## config.mk

```make
export PLATFORM = sky130hd
export DESIGN_NAME = pwm_deadtime_gen_flat
export DESIGN_NICKNAME = d
export VERILOG_FILES = /design/src/rtl/pwm_pkg.sv /design/src/rtl/pwm_deadtime_gen_if.sv /design/src/rtl/pwm_deadtime_gen.sv /design/src/flat_wrapper.sv
export SDC_FILE = /design/constraint.sdc
export NUM_CORES = 1
export LEC_CHECK = 0
export BUFFER_PORTS_ARGS = -buffer_cell sky130_fd_sc_hd__buf_4
export CAP_MARGIN = 20
export CORE_UTILIZATION = 49
export DETAILED_ROUTE_END_ITERATION = 6
export PLACE_DENSITY_LB_ADDON = 0.15
export SLEW_MARGIN = 5
export SYNTH_ARGS = -nofsm -noshare
export SYNTH_HDL_FRONTEND = slang
export SYNTH_SLANG_ARGS = --single-unit
```

## constraint.sdc

```tcl
create_clock -name clk -period 2.1 [get_ports clk]
set_input_delay 0.42 -clock clk [delete_from_list [all_inputs] [get_ports clk]]
set_output_delay 0.42 -clock clk [all_outputs]
set_load 0.05 [all_outputs]
```

## src/rtl/pwm_pkg.sv

```systemverilog
// rtl/pwm_pkg.sv - shared types for the half-bridge pwm dead-time stage
package pwm_pkg;

  typedef enum logic {
    PWM_OFF = 1'b0,
    PWM_ON  = 1'b1
  } _pwm_onoff;

  // One-hot so each gate decode is a single state bit.
  typedef enum logic [4:0] {
    OFF   = 5'b00001,
    H_ON  = 5'b00010,
    DT_HL = 5'b00100,
    L_ON  = 5'b01000,
    DT_LH = 5'b10000
  } dt_state_e;

  localparam int DT_WIDTH_DEF = 10;

endpackage

```

## src/rtl/pwm_deadtime_gen_if.sv

```systemverilog
// rtl/pwm_deadtime_gen_if.sv - pwm request in, complementary gate pair out
interface pwm_deadtime_gen_if #(
  parameter int DT_WIDTH = pwm_pkg::DT_WIDTH_DEF
);
  import pwm_pkg::*;

  logic                pwm_in;
  _pwm_onoff           pwm_onoff;
  logic [DT_WIDTH-1:0] dt_rise;
  logic [DT_WIDTH-1:0] dt_fall;
  logic                pwm_h;
  logic                pwm_l;
  logic                dt_active;

  modport master (
    output pwm_in, pwm_onoff, dt_rise, dt_fall,
    input  pwm_h, pwm_l, dt_active
  );

  modport slave (
    input  pwm_in, pwm_onoff, dt_rise, dt_fall,
    output pwm_h, pwm_l, dt_active
  );

endinterface

```

## src/rtl/pwm_deadtime_gen.sv

```systemverilog
// rtl/pwm_deadtime_gen.sv - break-before-make dead-time generator for one half-bridge leg
module pwm_deadtime_gen
  import pwm_pkg::*;
#(
  parameter int DT_WIDTH = DT_WIDTH_DEF
) (
  input  logic               clk,
  input  logic               rst_n,
  pwm_deadtime_gen_if.slave  leg
);

  localparam logic [DT_WIDTH-1:0] CNT_ONE = {{(DT_WIDTH-1){1'b0}}, 1'b1};

  logic                r_pwm_q;
  dt_state_e           r_state;
  logic [DT_WIDTH-1:0] r_cnt;
  logic                r_pwm_h;
  logic                r_pwm_l;
  logic                r_dt_active;

  dt_state_e           w_nxt_state;
  logic [DT_WIDTH-1:0] w_nxt_cnt;

  always_comb begin
    w_nxt_state = r_state;
    w_nxt_cnt   = r_cnt;
    if (leg.pwm_onoff == PWM_OFF) begin
      w_nxt_state = OFF;
      w_nxt_cnt   = '0;
    end else begin
      case (r_state)
        OFF: begin
          // First turn-on always pays a full dead time toward the requested side.
          if (r_pwm_q) begin
            w_nxt_state = DT_LH;
            w_nxt_cnt   = leg.dt_rise;
          end else begin
            w_nxt_state = DT_HL;
            w_nxt_cnt   = leg.dt_fall;
          end
        end
        H_ON: begin
          if (!r_pwm_q) begin
            w_nxt_state = DT_HL;
            w_nxt_cnt   = leg.dt_fall;
          end
        end
        L_ON: begin
          if (r_pwm_q) begin
            w_nxt_state = DT_LH;
            w_nxt_cnt   = leg.dt_rise;
          end
        end
        DT_HL: begin
          // Abort wins over expiry: the low side has not yet been driven.
          if (r_pwm_q)            w_nxt_state = H_ON;
          else if (r_cnt == '0)   w_nxt_state = L_ON;
          else                    w_nxt_cnt   = r_cnt - CNT_ONE;
        end
        DT_LH: begin
          if (!r_pwm_q)           w_nxt_state = L_ON;
          else if (r_cnt == '0)   w_nxt_state = H_ON;
          else                    w_nxt_cnt   = r_cnt - CNT_ONE;
        end
        default: begin
          w_nxt_state = OFF;
          w_nxt_cnt   = '0;
        end
      endcase
    end
  end

  always_ff @(posedge clk or negedge rst_n) begin
    if (!rst_n) begin
      r_pwm_q     <= 1'b0;
      r_state     <= OFF;
      r_cnt       <= '0;
      r_pwm_h     <= 1'b0;
      r_pwm_l     <= 1'b0;
      r_dt_active <= 1'b0;
    end else begin
      r_pwm_q     <= leg.pwm_in;
      r_state     <= w_nxt_state;
      r_cnt       <= w_nxt_cnt;
      r_pwm_h     <= (w_nxt_state == H_ON);
      r_pwm_l     <= (w_nxt_state == L_ON);
      r_dt_active <= (w_nxt_state == DT_HL) || (w_nxt_state == DT_LH);
    end
  end

  assign leg.pwm_h     = r_pwm_h;
  assign leg.pwm_l     = r_pwm_l;
  assign leg.dt_active = r_dt_active;

endmodule

```

## src/flat_wrapper.sv

```systemverilog
// flat-port wrapper written by rule: the top's interface ports become plain ports
module pwm_deadtime_gen_flat import pwm_pkg::*;
#(
  parameter int DT_WIDTH = DT_WIDTH_DEF
)
  (clk, rst_n, leg_pwm_in, leg_pwm_onoff, leg_dt_rise, leg_dt_fall, leg_pwm_h, leg_pwm_l, leg_dt_active);
  pwm_deadtime_gen_if #(.DT_WIDTH(DT_WIDTH)) leg_i ();
  input  logic clk;
  input  logic rst_n;
  input wire logic [$bits(leg_i.pwm_in)-1:0] leg_pwm_in;
  input wire logic [$bits(leg_i.pwm_onoff)-1:0] leg_pwm_onoff;
  input wire logic [$bits(leg_i.dt_rise)-1:0] leg_dt_rise;
  input wire logic [$bits(leg_i.dt_fall)-1:0] leg_dt_fall;
  output wire logic [$bits(leg_i.pwm_h)-1:0] leg_pwm_h;
  output wire logic [$bits(leg_i.pwm_l)-1:0] leg_pwm_l;
  output wire logic [$bits(leg_i.dt_active)-1:0] leg_dt_active;
  assign leg_i.pwm_in = leg_pwm_in;
  assign leg_i.pwm_onoff = leg_pwm_onoff;
  assign leg_i.dt_rise = leg_dt_rise;
  assign leg_i.dt_fall = leg_dt_fall;
  assign leg_pwm_h = leg_i.pwm_h;
  assign leg_pwm_l = leg_i.pwm_l;
  assign leg_dt_active = leg_i.dt_active;
  pwm_deadtime_gen #(.DT_WIDTH(DT_WIDTH)) u_core (.clk(clk), .rst_n(rst_n), .leg(leg_i));
endmodule
```

# --- Word level (Yosys, flattened, before mapping) ---
# Index checks and enable logic that the tools add are counted.
totals:
  regBits: 19
  input_bits: 24
  output_inout_bits: 3
  wordCells: 40
op_classes:
  addsub: 1
  eq_ne: 13
  n_mux: 17
  n_reduce_logical: 3
op_table:
  columns: ["operator", "count"]
  rows:
  - ["$mux 10", 7]
  - ["$pmux 10 s5", 1]
  - ["$mux 5", 8]
  - ["$pmux 5 s5", 1]
  - ["$eq 5x2->1 const B", 2]
  - ["$eq 5x3->1 const B", 2]
  - ["$eq 5x4->1 const B", 2]
  - ["$eq 5x5->1 const B", 2]
  - ["$logic_not 10->1", 1]
  - ["$sub 10x1->10 const B", 1]
  - ["$ne 3x2->1 const B", 2]
  - ["$ne 3x3->1 const B", 2]
  - ["$eq 5x1->1 const B", 1]
  - ["$reduce_and 4->1", 1]
  - ["$logic_or 1x1->1", 1]

# --- Depth between registers and ports, before layout ---
logic_depth:
  depth_word: 7
  depth_mapped: 9
  depth_no_buf: 8

# --- Worst setup path before layout ---
# OpenSTA, ideal clock, no wires.
synth_path:
  kind: "register to register"
  start: "reg u_core.r_cnt[0]"
  end: "reg u_core.r_cnt[5]"
  setup_ns: 0.120
  arrival_time_ns: 2.035
  t_required_ns: 1.980
  slack_ns: -0.054
  stages_incl_launch_ff: 10
  path_buffers: 1
  period_less_slack_ns: 2.154
  cell_sequence: "dfrtp_1 > inv_1 > ha_1 > or4b_1 > o311ai_2 > a22oi_2 > a31oi_4 > buf_6 > o2bb2ai_1 > a31o_1"
synth_between:
  elab_chain_len: 5
  word_cells_on_any_way: 7
  cone_classes: "1 x add/sub; 5 x mux; 1 x reduce/logical"
synth_rtl:
  columns: ["item", "line", "rtl"]
  rows:
  - ["start: declaration", "pwm_deadtime_gen.sv:16", "logic [DT_WIDTH-1:0] r_cnt;"]
  - ["start signal: assignment", "pwm_deadtime_gen.sv:84", "r_cnt <= w_nxt_cnt;"]
  - ["$sub 10x1->10 or $logic_not 10->1 (tied branches)", null, null]
  - ["$mux 10 *", "pwm_deadtime_gen.sv:57, pwm_deadtime_gen.sv:62", null]
  - ["$mux 10, on equally long branches", "pwm_deadtime_gen.sv:61, pwm_deadtime_gen.sv:56", null]
  - ["$pmux 10 s5 *", "pwm_deadtime_gen.sv:31", "case (r_state)"]
  - ["$mux 10 *", "pwm_deadtime_gen.sv:27", "if (leg.pwm_onoff == PWM_OFF) begin"]
# Mark *: on every way between the ends. The rest lies on a longest branch, timed or not. The select of a mux whose other input is x is not followed.
# A chain may end at the register's enable or synchronous reset.

# --- Final worst setup path ---
layout_path:
  start: "reg u_core.r_cnt[0]"
  end: "reg u_core.r_cnt[9]"
# Same word-level chain as after synthesis.

==> summary.txt <==
STA
  • Hold WS: 0.216 ns
  • Max-slew violations: 0
  • Hold Violations, Final: 0
  • Minimum clock period after layout: 2.22 ns
  • Clock Skew: 0.00729 ns
  • Post-route clock period utilization: 106%
  • Max Fclk: 0.450 GHz
  • RSZ-0062 raised after global routing: true
  • Slew margin rel.: 64.1%
  • Worst Max-Slew Pin Slew: 0.531 ns
  • Setup violators final: 10
  • Final WS setup: -0.124 ns

Detailed routing
  • Via count: 1515
  • WL final: 4160 um
  • 1st-pass router iterations: 5
  • Post-route ant nets: 0
  • Avg Vias per Cell: 6.47
  • Initial detailed-routing violation count: 118
  • Residual DRC: 0
  • Drt wl/cell: 17.8 um

Floorplanning
  • I/O pins: 27
  • Core Area: approximately 2600 sq um
  • Die height: 55.3 um
  • Core Rows: 18
  • Die area: 3060 sq um
  • Starting Density: 53.8%
  • Die width: 55.3 um

Run status
  • Failing checks: setup timing
  • Status: finished, violations left

Cells and area
  • Multi-input logic area: about 940 sq um
  • Finished Core Util: about three quarters
  • Final nets: 231
  • FILL cells: between 150 and 200
  • Layout cells sized above 1: 41.7%
  • Area Overhead vs Synth: 39.6%
  • Ant. Diodes: 0
  • Reg area: 477 sq um

Worst setup path
  • Req. time, crit path: roughly 2.3 ns
  • CP startpoint kind: register
  • Critical path capture point type: register
  • Crit path kind: register to register
  • Peak fanout along the critical path: 4
  • Crit path DAT: 2.43 ns

Power
  • Worst vdd ir: 570 uV
  • PD cells: between 800 and 900 nW/um^2
  • Total Power: 1.58 mW
  • Leakage power: 0.845 nW

Clocking
  • Worst-path clk slew: 0.12 ns
  • CTS tree: done
  • Clock Latency Late Sink: 0.31 ns
  • TritonCTS buffer count: 3
  • H-tree depth: 1
  • Num Clock Sinks: 19
  • Root Buffer Master: clkbuf_4
  • Worst-case clock buffer depth: 2

Logic synthesis
  • Top_reg_cell synth: dfrtp_1
  • Synth Warn #: 0
  • Post-synthesis cell type count: 50
  • Post-synth EDFFs: 0
  • Synthesized area: 1390 sq um
  • Synth Register Bits: 19
  • Post-Syn Nets: 182
  • Sequential share of the synthesized area: 34.2%
  • Cells after synthesis: 156
  • Share of flip-flops with an asynchronous set or reset: 100%
  • Syn Area/Cell: 8.93 sq um

Global route
  • Largest net degree at the start of global routing: 20
  • First-pass GRT wire length: 7180 um
  • Initial antenna violation count: 0
  • Vias in the first global route: ~1600
  • Gr ovfl total: 0
  • Total track usage: between 20% and 30%

Run
  • Maxcap violations: 0

Placed design
  • Gpl congestion: 0.945
  • PortBufs: 26
  • Dpl hpwl: 2930 um

Worst hold path
  • Worst min path class: primary input to register
==> worst max-delay path: stages (launching register included) <==
cell and delay, ns:
dfrtp_1 0.42, inv_2 0.09, ha_4 0.12, or4b_4 0.51, nor3_4 0.19, o32ai_2 0.15, a31oi_4 0.25, buf_6 0.16
o2bb2ai_2 0.05, a31o_1 0.19
==> cell usage in the layout (no fill, tap or decap), types with 2 or more instances in the layout <==
cell type  netlist  final
buf_6            2      3
or2_1            2      2
nor2_1          11     11
a2bb2oi_2        0      6
nand3b_1         2      2
a31o_1           2      2
nor4b_1          3      3
buf_4            0     50
inv_2            0      3
a21oi_1          4      4
inv_1            5      2
o31ai_1          2      2
dfrtp_1         18     18
nand2b_1         5      5
a222oi_1         5      5
nand3_1          3      3
or2_2            2      2
nor2b_1          4      4
o21ai_1          9      9
nor3b_1          2      2
o21ai_0          3      3
nor4_1           7      6
clkbuf_4         0      3
nand2_1         11     11
o2bb2ai_2        0      2
a221oi_1         4      4
nor3_1           6      6
==> layout make-up <==
cell class	instances	area share, %
Clock buffer	3	1.16
Timing Repair Buffer	55	22.6
Sequential cell	19	24.5
Tap cell	30	1.93
Clock inverter	1	0.257
Multi-Input combinational cell	121	48.6
Inverter	5	0.965
==> cells by family after synthesis <==
family / share of synthesized area [%]
buf+inv: 5.39
xor+xnor: 1.26
compound gates: 29.8
fa+ha+maj: 1.80
flops: 34.2
simple gates: 26.7
mux: 0.809
==> per-stage QoR <==
stage / instance area (sq um) / instances / worst slack (ns) / setup TNS, ns
finish: 1940 / 234 / -0.124 / -0.991
global route: 1940 / 234 / -0.176 / -1.61
CTS: 1920 / 235 / -0.0835 / -0.674
detailed placement: 1780 / 227 / -0.137 / -0.824
global placement: 1780 / 227 / -0.0446 / -0.116
floorplan: 1400 / 156 / -0.00488 / -0.00488
==> metal layers <==
layer  vias to the layer above  share of wire [%]  global-route usage, %
met3                        16                4.7                   7.26
met2                        58                 51                   47.5
met1                       744                 42                   34.5
met5                         -                  0                      0
li1                        697                  -                      -
met4                         0                2.3                   20.4
==> sequential cells by signal (all words and copies together) (netlist names) <==
| register | cells |
|---|---|
| u_core.leg.dt_active | 1 |
| u_core.leg.pwm_l | 1 |
| u_core.r_cnt | 10 |
| u_core.r_pwm_q | 1 |
| u_core.r_state | 5 |
| u_core.leg.pwm_h | 1 |
==> report_power, final <==
group | leakage, nW | internal (mW) | switching [mW]
logic | 0.570 | 0.429 | 0.488
clock network | 0.0177 | 0.0713 | 0.126
registers | 0.257 | 0.412 | 0.0540
==> final timing paths <==
path                                 startpoint           endpoint  slack [ns]  depth (start not counted)
worst max-delay path            u_core.r_cnt[0]    u_core.r_cnt[9]       -0.12                          9
worst min-delay path                 leg_pwm_in     u_core.r_pwm_q        0.22                          1
worst max register to register  u_core.r_cnt[0]    u_core.r_cnt[9]       -0.12                          9
worst min register to register  u_core.r_cnt[7]    u_core.r_cnt[7]        0.63                          3
max in group asynchronous                 rst_n  u_core.r_state[0]        1.33                          2
min in group asynchronous                 rst_n  u_core.r_state[3]        0.51                          2
==> timing repair <==
item,in CTS,in global routing
hold buffers,1,0
endpoints found under the hold margin,18,0
setup buffers,3,0
endpoints found under the setup margin,10,13
pin swaps,4,8
gates resized for setup,14,6
==> cell usage after synthesis (2+ instances only) <==
| master | number | share of area [%] |
|---|---|---|
| nor4_1 | 7 | 3.1 |
| a31o_1 | 2 | 1.3 |
| nor2_1 | 11 | 3.0 |
| ha_1 | 2 | 1.8 |
| buf_6 | 2 | 1.6 |
| nor2b_1 | 4 | 1.8 |
| a21oi_1 | 4 | 1.4 |
| nor3b_1 | 2 | 1.1 |
| o2bb2ai_1 | 2 | 1.3 |
| clkbuf_1 | 9 | 2.4 |
| or4b_1 | 2 | 1.4 |
| nand3_1 | 3 | 1.1 |
| nor3_1 | 6 | 2.2 |
| a2bb2oi_1 | 6 | 3.8 |
| or2_1 | 2 | 0.90 |
| dfrtp_1 | 18 | 32 |
| o21ai_1 | 9 | 3.2 |
| a222oi_1 | 5 | 3.6 |
| o31ai_1 | 2 | 1.1 |
| nand2b_1 | 5 | 2.2 |
| o21ai_0 | 3 | 1.1 |
| nand3b_1 | 2 | 1.1 |
| nand2_1 | 11 | 3.0 |
| or2_2 | 2 | 0.90 |
| inv_1 | 5 | 1.3 |
| a221oi_1 | 4 | 2.5 |
| nor4b_1 | 3 | 1.9 |
Note: power is estimated with default switching activity, not from simulation.
